==> src/rtl/nic_pkg.sv <==
// Shared constants for the NIC: PE register addresses and status word bit positions.
package nic_pkg;

    typedef enum logic [1:0] {
        ADDR_IN_DATA  = 2'b00,
        ADDR_IN_STAT  = 2'b01,
        ADDR_OUT_DATA = 2'b10,
        ADDR_OUT_STAT = 2'b11
    } nic_addr_e;

    localparam int STAT_FLAG0   = 0;
    localparam int STAT_FLAG1   = 1;
    localparam int STAT_CNT_LSB = 8;
    localparam int STAT_ERR0    = 16;
    localparam int STAT_ERR1    = 17;

    // Width needed to hold an occupancy count of 0..depth
    function automatic int cnt_width(input int depth);
        return $clog2(depth + 1);
    endfunction

endpackage

==> src/rtl/nic_sync_fifo.sv <==
// Synchronous FIFO with combinational head, occupancy count and modulo-DEPTH pointers.
module nic_sync_fifo
    import nic_pkg::*;
#(
    parameter int W     = 64,
    parameter int DEPTH = 4
) (
    input  logic                         clk,
    input  logic                         reset,
    input  logic                         push,
    input  logic                         pop,
    input  logic [W-1:0]                 wdata,
    output logic [W-1:0]                 rdata,
    output logic                         full,
    output logic                         empty,
    output logic [$clog2(DEPTH+1)-1:0]   count
);

    localparam int CNT_W = cnt_width(DEPTH);
    localparam int PTR_W = (DEPTH > 1) ? $clog2(DEPTH) : 1;

    logic [W-1:0]     mem [DEPTH];
    logic [PTR_W-1:0] wr_ptr;
    logic [PTR_W-1:0] rd_ptr;
    logic             do_push;
    logic             do_pop;

    function automatic logic [PTR_W-1:0] ptr_inc(input logic [PTR_W-1:0] p);
        return (p == PTR_W'(DEPTH - 1)) ? '0 : p + 1'b1;
    endfunction

    assign full    = (count == CNT_W'(DEPTH));
    assign empty   = (count == '0);
    // Full/empty are judged on the pre-edge state, so a pop never frees room for a same-cycle push
    assign do_push = push && !full;
    assign do_pop  = pop && !empty;
    assign rdata   = mem[rd_ptr];

    always_ff @(posedge clk or negedge reset) begin
        if (!reset) begin
            wr_ptr <= '0;
            rd_ptr <= '0;
            count  <= '0;
        end else begin
            if (do_push) wr_ptr <= ptr_inc(wr_ptr);
            if (do_pop)  rd_ptr <= ptr_inc(rd_ptr);
            case ({do_push, do_pop})
                2'b10:   count <= count + CNT_W'(1);
                2'b01:   count <= count - CNT_W'(1);
                default: count <= count;
            endcase
        end
    end

    always_ff @(posedge clk) begin
        if (do_push) mem[wr_ptr] <= wdata;
    end

endmodule

==> src/rtl/nic_fifo.sv <==
// Network interface between a PE and its router port: input/output FIFOs, PE register
// decode, sticky clear-on-read error flags and polarity-gated send.
module nic_fifo
    import nic_pkg::*;
#(
    parameter int DATA_W    = 64,
    parameter int IN_DEPTH  = 4,
    parameter int OUT_DEPTH = 4,
    parameter int VC_BIT    = DATA_W - 1
) (
    input  logic              clk,
    input  logic              reset,
    input  logic              nicEn,
    input  logic              nicWrEN,
    input  logic [1:0]        addr,
    input  logic [DATA_W-1:0] d_in,
    output logic [DATA_W-1:0] d_out,
    input  logic              net_si,
    input  logic [DATA_W-1:0] net_di,
    output logic              net_ri,
    input  logic              net_ro,
    input  logic              net_polarity,
    output logic              net_so,
    output logic [DATA_W-1:0] net_do
);

    localparam int IN_CNT_W  = cnt_width(IN_DEPTH);
    localparam int OUT_CNT_W = cnt_width(OUT_DEPTH);

    if (IN_CNT_W > 8 || OUT_CNT_W > 8) begin : g_cnt_width_chk
        $error("nic_fifo: FIFO depth too large for the 8-bit status count field");
    end
    if (DATA_W <= STAT_ERR1 || VC_BIT >= DATA_W || VC_BIT < 0) begin : g_width_chk
        $error("nic_fifo: DATA_W too narrow for status word or VC_BIT out of range");
    end

    logic [DATA_W-1:0]    in_head, out_head;
    logic                 in_full, in_empty, out_full, out_empty;
    logic [IN_CNT_W-1:0]  in_count;
    logic [OUT_CNT_W-1:0] out_count;
    logic                 in_ovf, in_udf, out_ovf;
    logic                 pe_rd, pe_wr, rd_in_data, rd_in_stat, rd_out_stat, wr_out_data;
    logic                 in_pop, out_push, send;
    logic [DATA_W-1:0]    in_stat, out_stat;

    assign pe_rd       = nicEn && !nicWrEN;
    assign pe_wr       = nicEn && nicWrEN;
    assign rd_in_data  = pe_rd && (addr == ADDR_IN_DATA);
    assign rd_in_stat  = pe_rd && (addr == ADDR_IN_STAT);
    assign rd_out_stat = pe_rd && (addr == ADDR_OUT_STAT);
    assign wr_out_data = pe_wr && (addr == ADDR_OUT_DATA);

    assign in_pop   = rd_in_data && !in_empty;
    assign out_push = wr_out_data && !out_full;

    // A head with the wrong VC polarity stalls the whole output queue
    assign send   = !out_empty && net_ro && (out_head[VC_BIT] == net_polarity);
    assign net_so = send;
    assign net_do = send ? out_head : '0;
    assign net_ri = reset && !in_full;

    nic_sync_fifo #(.W(DATA_W), .DEPTH(IN_DEPTH)) u_in_fifo (
        .clk   (clk),
        .reset (reset),
        .push  (net_si),
        .pop   (in_pop),
        .wdata (net_di),
        .rdata (in_head),
        .full  (in_full),
        .empty (in_empty),
        .count (in_count)
    );

    nic_sync_fifo #(.W(DATA_W), .DEPTH(OUT_DEPTH)) u_out_fifo (
        .clk   (clk),
        .reset (reset),
        .push  (out_push),
        .pop   (send),
        .wdata (d_in),
        .rdata (out_head),
        .full  (out_full),
        .empty (out_empty),
        .count (out_count)
    );

    always_comb begin
        in_stat                             = '0;
        in_stat[STAT_FLAG0]                 = !in_empty;
        in_stat[STAT_FLAG1]                 = in_full;
        in_stat[STAT_CNT_LSB +: IN_CNT_W]   = in_count;
        in_stat[STAT_ERR0]                  = in_ovf;
        in_stat[STAT_ERR1]                  = in_udf;
    end

    always_comb begin
        out_stat                            = '0;
        out_stat[STAT_FLAG0]                = out_full;
        out_stat[STAT_FLAG1]                = out_empty;
        out_stat[STAT_CNT_LSB +: OUT_CNT_W] = out_count;
        out_stat[STAT_ERR0]                 = out_ovf;
    end

    // A new error event in the same cycle as the clearing status read keeps the flag set
    always_ff @(posedge clk or negedge reset) begin
        if (!reset) begin
            in_ovf  <= 1'b0;
            in_udf  <= 1'b0;
            out_ovf <= 1'b0;
        end else begin
            in_ovf  <= (net_si && in_full) || (in_ovf && !rd_in_stat);
            in_udf  <= (rd_in_data && in_empty) || (in_udf && !rd_in_stat);
            out_ovf <= (wr_out_data && out_full) || (out_ovf && !rd_out_stat);
        end
    end

    always_ff @(posedge clk or negedge reset) begin
        if (!reset) begin
            d_out <= '0;
        end else if (pe_rd) begin
            case (nic_addr_e'(addr))
                ADDR_IN_DATA:  d_out <= in_empty ? '0 : in_head;
                ADDR_IN_STAT:  d_out <= in_stat;
                ADDR_OUT_STAT: d_out <= out_stat;
                default:       d_out <= d_out;
            endcase
        end
    end

endmodule
==> config.mk <==
export PLATFORM = sky130hd
export DESIGN_NAME = nic_fifo
export DESIGN_NICKNAME = d
export VERILOG_FILES = /design/src/rtl/nic_pkg.sv /design/src/rtl/nic_sync_fifo.sv /design/src/rtl/nic_fifo.sv
export SDC_FILE = /design/constraint.sdc
export NUM_CORES = 1
export LEC_CHECK = 0
export BUFFER_PORTS_ARGS = -buffer_cell sky130_fd_sc_hd__clkbuf_2
export CAP_MARGIN = 10
export CORE_ASPECT_RATIO = 1.25
export CORE_UTILIZATION = 35
export DETAILED_ROUTE_END_ITERATION = 10
export GPL_TIMING_DRIVEN = 1
export PLACE_DENSITY = 0.53
export SLEW_MARGIN = 0
export SYNTH_ARGS = -nofsm -noshare
export SYNTH_HDL_FRONTEND = slang
export SYNTH_SLANG_ARGS = --single-unit
==> constraint.sdc <==
create_clock -name clk -period 8.77 [get_ports clk]
set_input_delay 1.3155 -clock clk [delete_from_list [all_inputs] [get_ports clk]]
set_output_delay 1.3155 -clock clk [all_outputs]
set_load 0.05 [all_outputs]
==> flow_summary.yaml <==
clocking:
  numCtsBuffers: 58
  holdBufCountCts: 0
  cts.sinks: 593
  cts_root_buf: "clkbuf_16"
  cts_resized: 0
  cts_tree: "done"
  clkLatencyLatePin_ns: 0.61
  cts_max_level: 2
  clk_path_buf_depth: 3
  clkSlewWorstSetupHoldPaths_ns: 0.06
  cts_setup_buffers: 0
yosys:
  synth_top_area_frac: 0.691
  ys_warn_count: 0
  yosysUniqueCellTypes: 36
  ys_ff_latch: 593
  syn_area_um2: 22300
  syn-mean-instance-area_um2: 21.9
  synth_area_leaders: "edfxtp_1, mux4_2, dfrtp_1"
  syn_inst: 1015
  synth_fp_nets: 1166
  ys_seq_area_frac: 0.782
  synth_area_leader_cell: "edfxtp_1"
critical_path:
  max_stage_delay_ns: 1.00
  cp.required_ns: 7.45
  cp_max_fo: 64
  reg2reg_depth: 11
  crit_chain: "mux4_2 -> xnor2_4 -> buf_4 -> nand2_2 -> inv_1 -> clkbuf_2"
  ff2ff_setup_slack_ns: 4.90
  cp_slowest_cell: "dfrtp_4"
  r2r_start: "u_out_fifo.rd_ptr[0]"
  arrival_ns: 3.53
  reg2reg_to: "u_out_fifo.count[2]"
  startpoint_type: "flop"
  endpoint_kind: "output port"
  critPathKind: "reg -> out"
floorplan:
  die_y_um: 284
  die-area_um2: 64600
  fp.coreArea_um2: 63000
  initial_core_util: 0.353
  ios: 267
  die_w_um: 228
  rows: 103
place:
  place_area_um2: 24600
  dp_hpwl_um: 27500
  dp_cells: 2078
  numPortBuffers: 266
  gp_congestion: 0.676
  dp_slack_ns: 4.37
sta:
  min_period_over_period: 0.552
  worstMarginPinSlew_ns: 1.14
  tns_ns: 0
  rsz0062_at_grt: "no"
  min_period_ns: 4.84
  setup_ws_ns: 3.93
  max_freq_mhz: 207
  relSlewSlack: 0.238
  drv_slew: 0
  whs_ns: 0.478
  report.final.setup_viol: 0
  skew_ns: 0.0127
  finalHoldViolCount: 0
layout:
  layout-drive-gt1-share: 0.392
  antenna_cells: 0
  layout.cells.non_filler: 2188
  multi_input_area_um2: 4600
  design_area_um2: 26600
  syn_to_final_growth_pct: 19.6
  seq_area_um2: 17400
  fill_cells: 5539
  fin_nets: 1449
pwr:
  power_density_nw_per_um2: 329
  peakVddDrop_mv: 0.200
  p_leak_uw: 0.00970
grt:
  grt_usage: 0.151
  grt_pass1_vias: 11500
  grt_pass1_wl_um: 72100
  grt-ovfl-total: 0
  antenna_found_initial: 6
  grt_max_degree: 72
drt:
  ant_nets: 0
  wl_per_cell_um: 22.0
  drtIter0Drc: 564
  drc: 0
  first_pass_iters: 5
  routed_wirelength_um: 48100
  vias: 10700
  routed_via_density: 4.91
run_status:
  status: "finished, final reports clean"
worst_hold_path:
  hold_end: "d_out[1]"
  hold_depth: 2
  hold_path_startpoint: "d_out[1]"
  hp-class: "reg -> reg"
job:
  cap_viol_max_count: 0
Yosys cell counts, drive strengths merged:
library cell    n
edfxtp        512
mux4          128
dfrtp          81
and3           66
a22o           59
clkbuf         40
buf            18
inv            15
nand2          13
ha             12
mux2           10
nor2           10
o21ai          10
and2            8
a22oi           5
a21oi           4
xor2            4
nor2b           3
xnor2           3
a21o            2
fa              2
nor4            2
a221oi          1
a31oi           1
and3b           1
mux2i           1
nand2b          1
nand3           1
nor3            1
o31a            1
worst max-delay path: cells and delay by family, from the launching register on:
family,cells,cell delay [ns]
XOR/XNOR,1,0.14
buffers and inverters,3,0.88
flip-flops,1,1.00
multiplexers,1,0.67
AND/OR/NAND/NOR,1,0.18
cell type report:
| class | count | area share |
|---|---|---|
| flip-flops and latches | 593 | 0.654 |
| multi-input cells | 349 | 0.173 |
| clock buffers | 79 | 0.0605 |
| repair buffers | 281 | 0.0543 |
| well taps | 840 | 0.0395 |
| clock inverters | 31 | 0.0165 |
| inverters | 15 | 0.00212 |
how the worst max path moves through the flow:
stage / slack, ns / start / to
2_1_floorplan: 4.77 / addr[1] / u_out_fifo.mem[0][0]
3_3_place_gp: 4.47 / net_ro / net_do[63]
3_5_place_dp: 4.37 / net_ro / net_do[63]
4_1_cts: 3.79 / u_out_fifo.rd_ptr[0] / net_so
5_1_grt: 3.61 / u_out_fifo.rd_ptr[0] / net_so
6_report: 3.93 / u_out_fifo.rd_ptr[0] / net_so
layout by cell type (no fill, tap or decap), types with 7 or more instances in the layout:
cell type and count:
a22o_1 59, and2_4 8, and3_1 66, buf_4 16, bufinv_16 9, clkbuf_1 13
clkbuf_16 58, clkbuf_2 265, clkbuf_8 8, clkinv_2 7, dfrtp_1 77, edfxtp_1 512
ha_1 12, inv_1 15, mux2_2 8, mux4_2 128, nand2_1 12, nor2_1 10
o21ai_0 10
logic make-up (layout without fill, tap and decap cells):
kind of cell / after synthesis / in the layout / synth area share
AO/OA/AOI/OAI: 83 / 83 / 0.0298
XOR/XNOR: 7 / 7 / 0.00360
adder cells (fa/ha/maj): 14 / 14 / 0.00854
buffers and inverters: 73 / 406 / 0.0135
flip-flops: 593 / 593 / 0.782
multiplexers: 139 / 139 / 0.135
AND/OR/NAND/NOR: 106 / 106 / 0.0276
layer usage:
layer	wire [µm]	vias up	track usage
met5	71	-	0
met1	19600	5590	0.186
li1	-	4767	-
met4	951	12	0.0381
met3	3930	81	0.0518
met2	23500	288	0.250
flip-flops by register name, summed over array words and instances, names as in the netlist:
register	cells
u_in_fifo.mem	256
u_out_fifo.mem	256
d_out	64
u_in_fifo.count	3
u_out_fifo.count	3
u_in_fifo.rd_ptr	2
u_in_fifo.wr_ptr	2
u_out_fifo.rd_ptr	2
u_out_fifo.wr_ptr	2
in_ovf	1
in_udf	1
out_ovf	1
metrics by stage:
stage,utilization,power (µW)
floorplan,-,5560
global placement,0.390,6230
detailed placement,0.390,6260
CTS,0.422,8920
global route,0.422,9170
finish,0.422,8760
power by group:
part / total [µW] / internal [µW] / leakage (µW) / switching (µW)
Clock: 2630 / 1560 / 0.000989 / 1070
Combinational: 2370 / 906 / 0.00301 / 1470
Sequential: 3750 / 3490 / 0.00570 / 260
Note: power is estimated with default switching activity, not from simulation.
